===== src/rtl/fnd_watch_display.sv =====
// Four-digit common-anode FND driver for the watch: scans digits, converts
// hour/min/sec to BCD, blinks the colon and flashes the display in set mode.
module fnd_watch_display #(
   parameter int SCAN_DIV  = 100_000,
   parameter int BLINK_DIV = 50_000_000
) (
   input  logic       clk,
   input  logic       reset_p,
   input  logic [7:0] hour,
   input  logic [7:0] min,
   input  logic [7:0] sec,
   input  logic       disp_mode,
   input  logic       set_mode,
   output logic [3:0] com,
   output logic [7:0] seg_7
);

   localparam int SCAN_W  = $clog2(SCAN_DIV);
   localparam int BLINK_W = $clog2(BLINK_DIV);

   logic [SCAN_W-1:0]  scan_cnt;
   logic [BLINK_W-1:0] blink_cnt;
   logic               scan_tick;
   logic               blink_tick;
   logic               blink_phase;
   logic [1:0]         idx;
   logic [7:0]         snap_hi;
   logic [7:0]         snap_lo;

   logic [3:0] com_nxt;
   logic [7:0] seg_nxt;
   logic [7:0] field;
   logic       want_tens;
   logic [3:0] tens;
   logic [3:0] ones;
   logic [6:0] digit_seg;
   logic       dp_on;

   // Active-low a..g pattern for one decimal digit.
   function automatic logic [6:0] seg_code(input logic [3:0] d);
      case (d)
         4'd0:    seg_code = 7'h40;
         4'd1:    seg_code = 7'h79;
         4'd2:    seg_code = 7'h24;
         4'd3:    seg_code = 7'h30;
         4'd4:    seg_code = 7'h19;
         4'd5:    seg_code = 7'h12;
         4'd6:    seg_code = 7'h02;
         4'd7:    seg_code = 7'h78;
         4'd8:    seg_code = 7'h00;
         4'd9:    seg_code = 7'h10;
         default: seg_code = 7'h7F;
      endcase
   endfunction

   assign scan_tick  = (scan_cnt == SCAN_W'(SCAN_DIV - 1));
   assign blink_tick = (blink_cnt == BLINK_W'(BLINK_DIV - 1));

   always_ff @(posedge clk or posedge reset_p) begin
      if (reset_p) begin
         scan_cnt <= '0;
         idx      <= 2'd0;
      end else if (scan_tick) begin
         scan_cnt <= '0;
         idx      <= idx + 2'd1;
      end else begin
         scan_cnt <= scan_cnt + 1'b1;
      end
   end

   always_ff @(posedge clk or posedge reset_p) begin
      if (reset_p) begin
         blink_cnt   <= '0;
         blink_phase <= 1'b0;
      end else if (blink_tick) begin
         blink_cnt   <= '0;
         blink_phase <= ~blink_phase;
      end else begin
         blink_cnt <= blink_cnt + 1'b1;
      end
   end

   // Snapshot on the 3->0 wrap so a whole frame shows one consistent time.
   always_ff @(posedge clk or posedge reset_p) begin
      if (reset_p) begin
         snap_hi <= 8'd0;
         snap_lo <= 8'd0;
      end else if (scan_tick && idx == 2'd3) begin
         snap_hi <= disp_mode ? min : hour;
         snap_lo <= disp_mode ? sec : min;
      end
   end

   always_comb begin
      com_nxt   = 4'b1110;
      field     = snap_lo;
      want_tens = 1'b0;
      case (idx)
         2'd0: begin
            com_nxt   = 4'b1110;
            field     = snap_lo;
            want_tens = 1'b0;
         end
         2'd1: begin
            com_nxt   = 4'b1101;
            field     = snap_lo;
            want_tens = 1'b1;
         end
         2'd2: begin
            com_nxt   = 4'b1011;
            field     = snap_hi;
            want_tens = 1'b0;
         end
         default: begin
            com_nxt   = 4'b0111;
            field     = snap_hi;
            want_tens = 1'b1;
         end
      endcase

      tens = 4'(field / 8'd10);
      ones = 4'(field % 8'd10);

      if (field >= 8'd100) digit_seg = 7'h3F;
      else                 digit_seg = seg_code(want_tens ? tens : ones);

      dp_on   = (idx == 2'd2) && (set_mode || blink_phase);
      seg_nxt = {~dp_on, digit_seg};
      // Set-mode flash blanks the digits but leaves the colon and scanning alone.
      if (set_mode && !blink_phase) seg_nxt[6:0] = 7'h7F;
   end

   always_ff @(posedge clk or posedge reset_p) begin
      if (reset_p) begin
         com   <= 4'b1111;
         seg_7 <= 8'hFF;
      end else begin
         com   <= com_nxt;
         seg_7 <= seg_nxt;
      end
   end

endmodule

===== config.mk =====
export PLATFORM = sky130hd
export DESIGN_NAME = fnd_watch_display
export DESIGN_NICKNAME = d
export VERILOG_FILES = /design/src/rtl/fnd_watch_display.sv
export SDC_FILE = /design/constraint.sdc
export NUM_CORES = 1
export LEC_CHECK = 0
export ABC_AREA = 1
export CORE_MARGIN = 5
export CORE_UTILIZATION = 35
export CTS_CLUSTER_SIZE = 10
export DETAILED_ROUTE_END_ITERATION = 10
export MAX_ROUTING_LAYER = met4
export PLACE_DENSITY = 0.59
export SLEW_MARGIN = 40
export SYNTH_ARGS = -nofsm -noshare
export SYNTH_HDL_FRONTEND = slang
export SYNTH_SLANG_ARGS = --single-unit

===== constraint.sdc =====
create_clock -name clk -period 4.8 [get_ports clk]
set_clock_uncertainty 0.15 [all_clocks]
set_input_delay 0.96 -clock clk [delete_from_list [all_inputs] [get_ports clk]]
set_output_delay 0.96 -clock clk [all_outputs]
set_load 0.02 [all_outputs]

# --- After elaboration in Yosys (flattened, before gate mapping) ---
# Memories as Yosys holds them, arrays and structs flattened.
# Cells that the tools add are included.
word_totals:
  in_bits: 28
  wordCells: 39
  n_memories: 1
  romBits: 112
  output_inout_bits: 12
  reg_bits: 74
memory_table:
  columns: ["name", "depth", "width", "rd", "rd_ports_with_merged_regs", "write_ports", "line", "rtl"]
  rows:
  - ["(no name shown)", 16, 7, 1, 0, 0, "41", "case (d)"]
classes:
  div_mod_pow: 2
  reduce_logical: 8
  addsub: 3
  order_cmp: 1
  n_bitwise: 2
  n_mux: 9
  n_eq_ne: 5
op_table:
  columns: ["op", "n"]
  rows:
  - ["26-bit by 1-bit adder with 26-bit output (second input constant)", 1]
  - ["26-bit == test (second input constant)", 1]
  - ["26-bit 2-to-1 mux", 1]
  - ["8-bit 2-to-1 mux", 3]
  - ["17-bit by 1-bit adder with 17-bit output (second input constant)", 1]
  - ["17-bit == test (second input constant)", 1]
  - ["17-bit 2-to-1 mux", 1]
  - ["7-bit 2-to-1 mux", 2]
  - ["4-bit one-hot mux with 3 select lines", 1]
  - ["8-bit by 4-bit divider with 8-bit output (second input constant)", 1]
  - ["8-bit by 7-bit >= comparator with 1-bit output (second input constant)", 1]
  - ["8-bit by 4-bit modulo with 8-bit output (second input constant)", 1]
  - ["2-bit == test (second input constant)", 2]
  - ["4-bit 2-to-1 mux", 1]
  - ["2-bit OR reduction", 2]
  - ["1-bit logical AND", 3]
  - ["2-bit by 1-bit adder with 2-bit output (second input constant)", 1]
  - ["2-bit by 1-bit == test with 1-bit output (second input constant)", 1]
  - ["2-bit logical NOT", 1]
  - ["1-bit NOT", 2]
  - ["1-bit logical NOT", 1]
  - ["1-bit logical OR", 1]

# --- Depth between registers and ports, before layout ---
# Gate-level depths: netlist (run 1).
# An unclocked memory read counts as a cell.
logic_depth:
  word_depth: 8
  depth_mapped: 38
  ltp_nobuf: 38

# --- Worst setup path before layout (run 1) ---
# Ideal clock, no wire load.
synth_path:
  path_kind: "register to register"
  start: "reg idx[0]"
  end: "reg seg_7[6]"
  required_time_ns: 4.590
  path_buffers: 1
  setup_ns: 0.060
  t_arrival_ns: 3.670
  stages_incl_launch_ff: 35
  period_less_slack_ns: 3.880
  path_slack_ns: 0.920
  cell_sequence: "dfrtp_1 inv_1 ha_1 nor2_4 buf_8 nand2_2 o21ai_2 nand3_2 nand2_2 nand2_2 nand2_2 nand3_2 nand2_4 nand2_4 nand2_2 nand2_1 inv_1 ha_1 nand3_1 inv_1 nand3_1 nand3_4 nand2_2 nand3_2 nand2_2 a21oi_1 nor2_1 nor2_1 ha_1 inv_1 nand2_1 nand3_1 nand2_1 nand2_1 nand2_1"
synth_between:
  elab_chain_cells: 8
  elab_cells_between_ends: 13
  classes_between: "div (2); order compare (1); eq/ne (2); mux (4); reduce/logical (3); memory (1)"
synth_rtl:
  columns: ["item", "line", "rtl"]
  rows:
  - ["from (decl)", "26", "logic [1:0] idx;"]
  - ["from (signal assigned)", "65", "idx <= idx + 2'd1;"]
  - ["2-bit by 1-bit == test with 1-bit output / 2-bit logical NOT (equally long branches)", "98", "case (idx)"]
  - ["2-bit OR reduction (no source line)", null, null]
  - ["8-bit 2-to-1 mux", "98", null]
  - ["8-bit by 4-bit divider with 8-bit output / 8-bit by 4-bit modulo with 8-bit output (equally long branches)", "121, 122", null]
  - ["4-bit 2-to-1 mux", "125", "else digit_seg = seg_code(want_tens ? tens : ones);"]
  - ["memory 16 x 7 bit", null, null]
  - ["7-bit 2-to-1 mux (*)", "124", "if (field >= 8'd100) digit_seg = 7'h3F;"]
  - ["7-bit 2-to-1 mux (*)", "130", "if (set_mode && !blink_phase) seg_nxt[6:0] = 7'h7F;"]
  - ["via seg_nxt[6]", "31", "logic [7:0] seg_nxt;"]
  - ["to (signal assigned)", "139", "seg_7 <= seg_nxt;"]
  - ["to (decl)", "15", "output logic [7:0] seg_7"]
# The timed path passes the listed nets; every way through them passes the cells marked *.
# A chain may end at the register's enable or synchronous reset.

# --- Final worst setup path (run 1) ---
# Same ends and word-level chain as after synthesis.

==> results.cfg, run 1 <==
[layout]
final_cells = 782
drive_above_1_share_pct = 14.8
stdcell_area_um2 = 5400
fillers = 1236
layout.nets = 648
synthToLayoutAreaGrowth_pct = 21.4
antenna_cells = 0
seq_area_um2 = 1870
multi_input_comb_area_um2 = 2210

[placement]
placed_area_um2 = 5030
dp_hpwl_mm = 7.13
gp_congestion = 0.871
place.port_buffers = 39
dp.cells = 763

[logic_synthesis]
synth_warnings = 0
syn_inst = 557
synthTopCellsByCount = nand2_1 (109), inv_1 (86), dfrtp_1 (62)
synth_fa_ha_area_share_pct = 4.22
synth_top_cell_area_share_pct = 34.9
synthXorXnorAreaFrac_pct = 1.38
ys_seq_area_share_pct = 41.9
synth_nets = 600
synth.largest_area_cell = dfrtp_1
netlist_area_um2 = 4450
synth_flop_cell = dfrtp_1
synth.area.mux_share_pct = 3.82
ys_ff_latch = 74
synth_top_family_by_area = simple AND/OR/NAND/NOR gates
yosys.area_share.simple_pct = 29.2
synthArstFlopShare_pct = 100
synth.area.top_cells = dfrtp_1 (35%), nand2_1 (9.2%), inv_1 (7.3%)
avgSynthCellArea_um2 = 7.99
synth-edff-count = 0
synth_compound_area_share_pct = 10.7
ys_types = 45
synth.most_common_cell = nand2_1

[grt]
antenna_found_initial = 0
use_met3_pct = 2.44
use_met2_pct = 21.5
grt_pass1_vias = 3567
grt_max_degree = 33
grt_pass1_wl_mm = 15.7
use_met1_pct = 16.2
grt_overflow_total = 0
grt_usage_pct = 13.5
top_usage_layer = met2

[timing]
slew_headroom_pct = 56.1
setup_tns_ns = 0
hold_viol = 0
fmax_mhz = 229
period_share_pct = 90.8
rsz0062_at_grt = false
worst_slew_pin_slew_ns = 0.653
min_period_ns = 4.36
slew_violations = 0
setup-violations-final = 0

[worst_setup_path]
cp.arrival_ns = 4.48
cp_num_buf_inv = 5
worst_path_dominant_cell_family = simple AND/OR/NAND/NOR gates
crit_fanout = 6
crit_required_ns = 4.92
critPathKind = reg2reg
cpMostUsedCell = nand2_1
crit_slowest_cell = dfrtp_1
crit_cells = 33
worst_setup_path_end_kind = register
max_stage_delay_ns = 0.41
cp-start-kind = register
r2r_cells = 33

[clock_network]
numCtsBuffers = 9
cts_max_path_buffers = 2
path_clk_slew_ns = 0.06
clk_latency_ns = 0.34
htreeDepth = 3
cts_tree = built
clock-sinks = 74
cts_root_buf = clkbuf_16

[min_path]
hp-class = reg2reg
hold_depth = 1

[routing]
drc = 0
antenna_left = 0
wl_per_cell_um = 12.1
vias_per_cell = 4.79
routed_wl_mm = 9.45
vias = 3743
drt_iter0_markers = 268
dr.pass1.iters = 6

[status]
status = finished, final reports clean

[power]
powerDensity_nw_per_um2 = 264
power_leakage_nw = 2.58
peakVddDrop_v = 0.000163
finalPower_mw = 1.43

[floorplan]
ios = 40
dieArea_um2 = 15100
rows = 41
start_util_pct = 35.4
core_um2 = 12600
die_w_um = 123
die_y_um = 123

[run]
cap_viol_max_count = 0
[cells by family after synthesis]
| kind of cell | count (synthesis) |
|---|---|
| compound gates | 76 |
| mux | 17 |
| fa+ha+maj | 15 |
| buf+inv | 101 |
| xor+xnor | 7 |
| simple gates | 267 |
| flops | 74 |
[report_power, final]
part	switching (mW)	internal, mW
registers	0.0000905	0.625
clock network	0.254	0.496
logic	0.0233	0.0269
total	0.277	1.15
[cell usage in the layout, fill, tap and decap left out, types with 7 or more instances in the layout]
| cell type | count |
|---|---|
| nand2_2 | 19 |
| clkbuf_16 | 9 |
| nor3_1 | 24 |
| nand4_1 | 11 |
| nand3_1 | 27 |
| mux2i_1 | 17 |
| nor4_1 | 8 |
| nand2_4 | 7 |
| dfstp_2 | 12 |
| clkdlybuf4s50_1 | 38 |
| nand2_1 | 108 |
| o21ai_0 | 31 |
| inv_1 | 85 |
| ha_1 | 14 |
| dfrtp_1 | 62 |
| nor2_1 | 47 |
| a21oi_1 | 16 |
| inv_2 | 8 |
[path summary, 6_finish.rpt]
check | start | slack, ns | to
min in group asynchronous | reset_p | 0.86 | blink_cnt[7]
worst max register to register | idx[0] | 0.44 | seg_7[6]
max in group asynchronous | reset_p | 2.82 | com[2]
worst max-delay path | idx[0] | 0.44 | seg_7[6]
worst min-delay path | blink_cnt[0] | 0.33 | blink_cnt[0]
worst min register to register | blink_cnt[0] | 0.33 | blink_cnt[0]
[worst reg2reg max path: cells and delay by family, from the launching register on]
kind | cells | cell delay (ns)
AOI/OAI and AO/OA | 2 | 0.41
adders and majority gates | 3 | 0.65
buffers and inverters | 5 | 0.50
DFF | 1 | 0.41
and+or+nand+nor | 23 | 2.18
[stage by stage]
stage,hold WS [ns],util [%],setup WS (ns)
after floorplan,0.275,-,0.920
after global placement,0.295,40.1,0.479
after detailed placement,0.309,40.1,0.220
after CTS,0.336,42.8,0.216
after global routing,0.348,43.0,0.0442
final,0.327,43.0,0.440
[metal layers]
| metal | share of wire (%) | vias up | wire length, um |
|---|---|---|---|
| li1 | - | 1910 | - |
| met1 | 45 | 1761 | 4290 |
| met2 | 49 | 58 | 4670 |
| met3 | 3.1 | 14 | 294 |
| met4 | 2.1 | 0 | 200 |
| met5 | 0 | - | 0 |
[registers in the layout, summed over array words and instances (netlist names)]
signal	flops
idx	2
blink_cnt	26
seg_7	8
scan_cnt	17
snap_lo	8
com	4
snap_hi	8
blink_phase	1
[timing repair]
action / CTS / global route
hold buffers: 0 / 0
buffers inserted: 0 / 3
resized for setup: 0 / 2
endpoints found under the setup margin: 0 / 7
[layout make-up]
cell class	instances	share of cell area, %
timing repair buffer	44	7.83
multi-input combinational	382	40.8
tap	172	3.98
inverter	94	6.53
sequential	74	34.5
clock inverter	4	1.34
clock buffer	12	4.93
No activity file was read; power rests on OpenSTA's default activity.
==> inputs of run 2 (changes only) <==
--- a/config.mk
+++ b/config.mk
@@ -16,3 +16,4 @@
 export SYNTH_ARGS = -nofsm -noshare
 export SYNTH_HDL_FRONTEND = slang
 export SYNTH_SLANG_ARGS = --single-unit
+export TNS_END_PERCENT = 100
==> results of run 2 <==
Final layout, timing and power as in run 1 (identical DEF).
